`src/rtl/mem_port_arbiter.sv`:
```
`default_nettype none
// ============================================================================
// Module   : mem_port_arbiter
// Purpose  : Shares one single-ported instruction/data SRAM between the
//            IF-stage fetch and the MEM-stage load/store. Data accesses win
//            over fetches, but a streak counter stops a stream of data
//            accesses from starving a waiting fetch forever. A taken branch
//            (if_abort) discards a fetch that is pending or in flight.
// Ports    : clk, rst           - clock, asynchronous active-high reset
//            im_req/im_addr     - fetch request (held until im_valid/if_abort)
//            if_abort           - taken branch: drop the current fetch
//            im_rdata/im_valid  - fetched word + one-cycle completion pulse
//            dm_req/dm_we/dm_addr/dm_wdata/dm_wstrb - load/store request
//            dm_rdata/dm_valid  - load data + one-cycle completion pulse
//            stall_if/stall_mem - per-stage stall requests
//            mem_*              - shared SRAM command / response
// Revision : 1.0 - initial release
// ============================================================================
module mem_port_arbiter #(
    parameter int ADDR_W        = 32,
    parameter int DATA_W        = 32,
    parameter int MAX_DM_STREAK = 4
) (
    input  logic                clk,
    input  logic                rst,
    // fetch port
    input  logic                im_req,
    input  logic [ADDR_W-1:0]   im_addr,
    input  logic                if_abort,
    output logic [DATA_W-1:0]   im_rdata,
    output logic                im_valid,
    // data port
    input  logic                dm_req,
    input  logic                dm_we,
    input  logic [ADDR_W-1:0]   dm_addr,
    input  logic [DATA_W-1:0]   dm_wdata,
    input  logic [DATA_W/8-1:0] dm_wstrb,
    output logic [DATA_W-1:0]   dm_rdata,
    output logic                dm_valid,
    // pipeline stalls
    output logic                stall_if,
    output logic                stall_mem,
    // shared SRAM
    output logic                mem_req,
    output logic                mem_we,
    output logic [ADDR_W-1:0]   mem_addr,
    output logic [DATA_W-1:0]   mem_wdata,
    output logic [DATA_W/8-1:0] mem_wstrb,
    input  logic                mem_ready,
    input  logic [DATA_W-1:0]   mem_rdata
);

    localparam logic [3:0] c_STREAK_MAX = 4'(MAX_DM_STREAK);

    typedef enum logic [1:0] {
        ST_IDLE    = 2'd0,
        ST_DM_BUSY = 2'd1,
        ST_IM_BUSY = 2'd2
    } state_t;

    state_t                r_state,      w_state_nxt;
    logic [3:0]            r_streak,     w_streak_nxt;
    logic                  r_abort_pend, w_abort_pend_nxt;
    logic                  r_cmd_we,     w_cmd_we_nxt;
    logic [ADDR_W-1:0]     r_cmd_addr,   w_cmd_addr_nxt;
    logic [DATA_W-1:0]     r_cmd_wdata,  w_cmd_wdata_nxt;
    logic [DATA_W/8-1:0]   r_cmd_wstrb,  w_cmd_wstrb_nxt;
    logic [DATA_W-1:0]     r_im_rdata,   w_im_rdata_nxt;
    logic [DATA_W-1:0]     r_dm_rdata,   w_dm_rdata_nxt;
    logic                  r_im_valid,   w_im_valid_nxt;
    logic                  r_dm_valid,   w_dm_valid_nxt;

    // A requester whose valid is high this cycle is still holding req from
    // the transaction that just completed; masking it prevents a re-grant.
    logic w_dm_elig;
    logic w_im_elig;
    logic w_streak_full;
    logic w_grant_dm;
    logic w_grant_im;

    assign w_dm_elig     = dm_req & ~r_dm_valid;
    assign w_im_elig     = im_req & ~r_im_valid & ~if_abort;
    assign w_streak_full = (r_streak == c_STREAK_MAX);
    assign w_grant_dm    = w_dm_elig & (~w_im_elig | ~w_streak_full);
    assign w_grant_im    = w_im_elig & ~w_grant_dm;

    always_ff @(posedge clk or posedge rst) begin
        if (rst) begin
            r_state      <= ST_IDLE;
            r_streak     <= 4'd0;
            r_abort_pend <= 1'b0;
            r_cmd_we     <= 1'b0;
            r_cmd_addr   <= '0;
            r_cmd_wdata  <= '0;
            r_cmd_wstrb  <= '0;
            r_im_rdata   <= '0;
            r_dm_rdata   <= '0;
            r_im_valid   <= 1'b0;
            r_dm_valid   <= 1'b0;
        end else begin
            r_state      <= w_state_nxt;
            r_streak     <= w_streak_nxt;
            r_abort_pend <= w_abort_pend_nxt;
            r_cmd_we     <= w_cmd_we_nxt;
            r_cmd_addr   <= w_cmd_addr_nxt;
            r_cmd_wdata  <= w_cmd_wdata_nxt;
            r_cmd_wstrb  <= w_cmd_wstrb_nxt;
            r_im_rdata   <= w_im_rdata_nxt;
            r_dm_rdata   <= w_dm_rdata_nxt;
            r_im_valid   <= w_im_valid_nxt;
            r_dm_valid   <= w_dm_valid_nxt;
        end
    end

    always_comb begin
        w_state_nxt      = r_state;
        w_streak_nxt     = r_streak;
        w_abort_pend_nxt = r_abort_pend;
        w_cmd_we_nxt     = r_cmd_we;
        w_cmd_addr_nxt   = r_cmd_addr;
        w_cmd_wdata_nxt  = r_cmd_wdata;
        w_cmd_wstrb_nxt  = r_cmd_wstrb;
        w_im_rdata_nxt   = r_im_rdata;
        w_dm_rdata_nxt   = r_dm_rdata;
        w_im_valid_nxt   = 1'b0;
        w_dm_valid_nxt   = 1'b0;

        case (r_state)
            ST_IDLE: begin
                w_abort_pend_nxt = 1'b0;
                if (w_grant_dm) begin
                    w_state_nxt     = ST_DM_BUSY;
                    w_cmd_we_nxt    = dm_we;
                    w_cmd_addr_nxt  = dm_addr;
                    w_cmd_wdata_nxt = dm_wdata;
                    w_cmd_wstrb_nxt = dm_wstrb;
                    // Counts only grants made while a fetch is asking,
                    // including one currently masked by if_abort.
                    if (!im_req) begin
                        w_streak_nxt = 4'd0;
                    end else if (!w_streak_full) begin
                        w_streak_nxt = r_streak + 4'd1;
                    end
                end else if (w_grant_im) begin
                    w_state_nxt     = ST_IM_BUSY;
                    w_cmd_we_nxt    = 1'b0;
                    w_cmd_addr_nxt  = im_addr;
                    w_cmd_wdata_nxt = '0;
                    w_cmd_wstrb_nxt = '0;
                    w_streak_nxt    = 4'd0;
                end
            end
            ST_DM_BUSY: begin
                if (mem_ready) begin
                    w_state_nxt    = ST_IDLE;
                    w_dm_rdata_nxt = mem_rdata;
                    w_dm_valid_nxt = 1'b1;
                end
            end
            ST_IM_BUSY: begin
                if (if_abort) begin
                    w_abort_pend_nxt = 1'b1;
                end
                if (mem_ready) begin
                    // The SRAM access still finishes; only the result is
                    // suppressed if a branch was taken at any point.
                    w_state_nxt      = ST_IDLE;
                    w_abort_pend_nxt = 1'b0;
                    w_im_rdata_nxt   = mem_rdata;
                    w_im_valid_nxt   = ~(r_abort_pend | if_abort);
                end
            end
            default: begin
                w_state_nxt = ST_IDLE;
            end
        endcase
    end

    // mem_req is a pure decode of the state register so an asynchronous
    // reset drops it immediately.
    assign mem_req   = (r_state != ST_IDLE);
    assign mem_we    = r_cmd_we;
    assign mem_addr  = r_cmd_addr;
    assign mem_wdata = r_cmd_wdata;
    assign mem_wstrb = r_cmd_wstrb;

    assign im_rdata  = r_im_rdata;
    assign im_valid  = r_im_valid;
    assign dm_rdata  = r_dm_rdata;
    assign dm_valid  = r_dm_valid;

    assign stall_if  = ~rst & im_req & ~r_im_valid & ~if_abort;
    assign stall_mem = ~rst & dm_req & ~r_dm_valid;

endmodule
`default_nettype wire
```
`config.mk`:
```
export PLATFORM = sky130hd
export DESIGN_NAME = mem_port_arbiter
export DESIGN_NICKNAME = d
export VERILOG_FILES = /design/src/rtl/mem_port_arbiter.sv
export SDC_FILE = /design/constraint.sdc
export NUM_CORES = 1
export LEC_CHECK = 0
export CAP_MARGIN = 30
export CORE_UTILIZATION = 44
export DETAILED_ROUTE_END_ITERATION = 12
export GPL_ROUTABILITY_DRIVEN = 0
export PLACE_DENSITY_LB_ADDON = 0.12
export SYNTH_ARGS = -nofsm -noshare
export SYNTH_HDL_FRONTEND = slang
export SYNTH_SLANG_ARGS = --single-unit
```
`constraint.sdc`:
```
create_clock -name clk -period 13.2 [get_ports clk]
set_input_delay 3.3 -clock clk [delete_from_list [all_inputs] [get_ports clk]]
set_output_delay 3.3 -clock clk [all_outputs]
set_load 0.02 [all_outputs]
```
==> results.md <==
- WP data arrival: 5.16 ns
- Period utilization: 64.1%
- Mapped Cells: 389
- # IOs: 277
- CTS buffer count: 17
- Nets: 808
- CTS root buf: clkbuf_16
- Pwr dens: 257 nW/µm²
- I/O Buffers: 276
- Layout cells sized above 1: 16.4%
- Vias: 4429
- Max_slew headroom: 48.9%
- Placed cell count: 817
- Final Max Slew Viols: 0
- Sequential share of the synthesized area: 62.3%
- DRC: 0
- Core area: 12600 µm²
- Antenna viol nets, final: 0
- Area Growth Syn to Fin: 62.3%
- Seq. cell area: 3550 µm²
- H-Tree Depth: 4
- Post-synth top area cell: dfrtp_1
- Placement Cell Area: 8640 µm²
- Via density per instance: 5.22
- Syn Area/Cell: 14.7 µm²
- Status: finished clean
- DP Wirelength: 11600 µm
- Syn Nets: 533
- Top cells by area, synth: dfrtp_1, mux2_2, a22o_1, a221o_1, nor3b_1
- Pin count of the biggest net entering global routing: 61
- Final core utilization: 73.3%
- First-pass GRT wire length: 25000 µm
- Clock skew: 0.0103 ns
- Initial antenna violation count: 0
- Worst R2R Start: r_state[0]
- Height of the die: 116 µm
- Setup violations, final: 0
- Synth Warn #: 0
- Post-CTS Setup Bufs: 0
- Clock slew seen by the registers of the worst setup and hold paths: 0.06 ns
- DRT iter0 DRCs: 189
- Hold path start: r_abort_pend
- Number of unique standard cell types used by synthesis: 34
- Die footprint: 13400 µm²
- Avg WL per Cell: 19.3 µm
- CTS tree: done
- Fin. Hold Viols: 0
- Skew-Pair Late Insertion Delay: 0.42 ns
- Post-CTS resize count: 0
- EDFF count, synth: 0
- GR Overflow Total: 0
- Hold Path Class: reg2reg
- CP Launch Type: input pin
- Post-synth top flop: dfrtp_1
- Leak: 3.95 nW
- Crit Path Class: in2out
- Final setup TNS: 0 ns
- Cell area after layout: 9260 µm²
- Top-area cell type share of the netlist area: 62.3%
- Max clock buf depth: 2
- Crit end category: output port
- Post-Route WL: 16400 µm
- Chip width: 116 µm
- Total GRT Usage: 25.0%
- Max IR drop VDD: 0.000149 V
- Initial core utilization: 45.2%
- RSZ-0062 raised after global routing: false
- Max cap viols: 0
- Achievable clock frequency: 118 MHz
- Placement Rows: 41
- Post-route insts no fill: 849
- Worst-Margin Slew: 0.767 ns
- Flops & latches, synth: 142
- First drt pass iteration count: 5
- Fillers: 897
- Post-CTS Hold Fix Bufs: 0
- Ys async rst share: 100%
- Data required time of the critical path: 9.90 ns
- Clock tree sinks: 142
- Post-Synthesis Cell Area: 5700 µm²
- Min Tclk post-route: 8.46 ns
- Area of the multi-input gates: 1980 µm²
- Ant diodes: 0
- Vias in the first global route: 4775
- Crit-path max FO: 8
- Crit. Startpoint: im_req
## through the flow
| step | hold WS (ns) | power [mW] | setup slack (ns) |
|---|---|---|---|
| 2_1_floorplan | 0.431 | 1.35 | 5.88 |
| 3_3_place_gp | 0.457 | 1.86 | 4.77 |
| 3_5_place_dp | 0.474 | 1.89 | 4.79 |
| 4_1_cts | 0.484 | 2.40 | 4.77 |
| 5_1_grt | 0.502 | 2.50 | 4.70 |
| 6_report | 0.494 | 2.38 | 4.74 |
## cells in the final DEF, fill, tap and decap left out, drive strengths merged, types with 3 or more instances in the layout
cell type      instances
clkinv                 5
a22o                  38
buf                    9
a221o                 33
nor2                   6
nand2                  3
mux2                  64
nor3b                 33
dfrtp                142
o2bb2ai                3
bufinv                 3
inv                    9
ha                     5
clkinvlp               3
clkbuf                21
clkdlybuf4s50        276
## final timing paths
path | to | slack (ns) | cells after the start
setup / recovery | stall_if | 4.74 | 4
hold / removal | im_valid | 0.49 | 1
setup reg to reg | mem_wdata[17] | 10.76 | 7
hold reg to reg | im_valid | 0.49 | 1
max in group asynchronous | im_rdata[27] | 8.66 | 4
min in group asynchronous | r_abort_pend | 3.39 | 2
## cells in the mapped netlist, types with 2 or more instances
library cell / instances
dfrtp_1: 142
mux2_2: 64
a22o_1: 38
a221o_1: 33
nor3b_1: 33
clkbuf_1: 10
buf_1: 9
inv_1: 9
nor2_1: 6
buf_2: 5
buf_6: 5
ha_1: 5
nand2_1: 3
o2bb2ai_1: 3
a21oi_1: 2
and3_1: 2
nand2b_1: 2
nand3b_1: 2
## critical path, cell delays in order
cell             delay [ns]
clkdlybuf4s50_1        0.62
or3b_4                 0.46
nor2_1                 0.12
clkdlybuf4s50_1        0.65
## power by group
part	internal, mW	switching (mW)
sequential	0.638	0.102
clock	0.315	0.181
combinational	0.591	0.550
## flip-flops by register name (all words and copies together) (netlist names)
| register | flops |
|---|---|
| dm_rdata | 32 |
| im_rdata | 32 |
| mem_addr | 32 |
| mem_wdata | 32 |
| mem_wstrb | 4 |
| r_streak | 4 |
| r_state | 2 |
| dm_valid | 1 |
| im_valid | 1 |
| mem_we | 1 |
| r_abort_pend | 1 |
## kinds of logic (layout without fill, tap and decap cells)
group                      Yosys count  count (layout)  synth area share, %
AOI/OAI and AO/OA                   81              81                 13.3
adders and majority gates            5               5                 1.10
buffers and inverters               38             326                 3.27
DFF                                142             142                 62.3
muxes                               65              65                 12.8
and+or+nand+nor                     58              58                 7.15
## layout make-up
class	instances	area share, %
Sequential cell	142	38.4
Timing Repair Buffer	285	30.8
Multi-Input combinational cell	209	21.4
Clock buffer	21	5.19
Tap cell	172	2.32
Clock inverter	11	1.49
Inverter	9	0.419
## routing by layer
layer / wire, µm / track usage, %
met1: 6250 / 27.6
met2: 8220 / 43.3
met3: 1610 / 9.88
met4: 270 / 9.83
met5: 0 / 0
No activity file was read; power rests on OpenSTA's default activity.
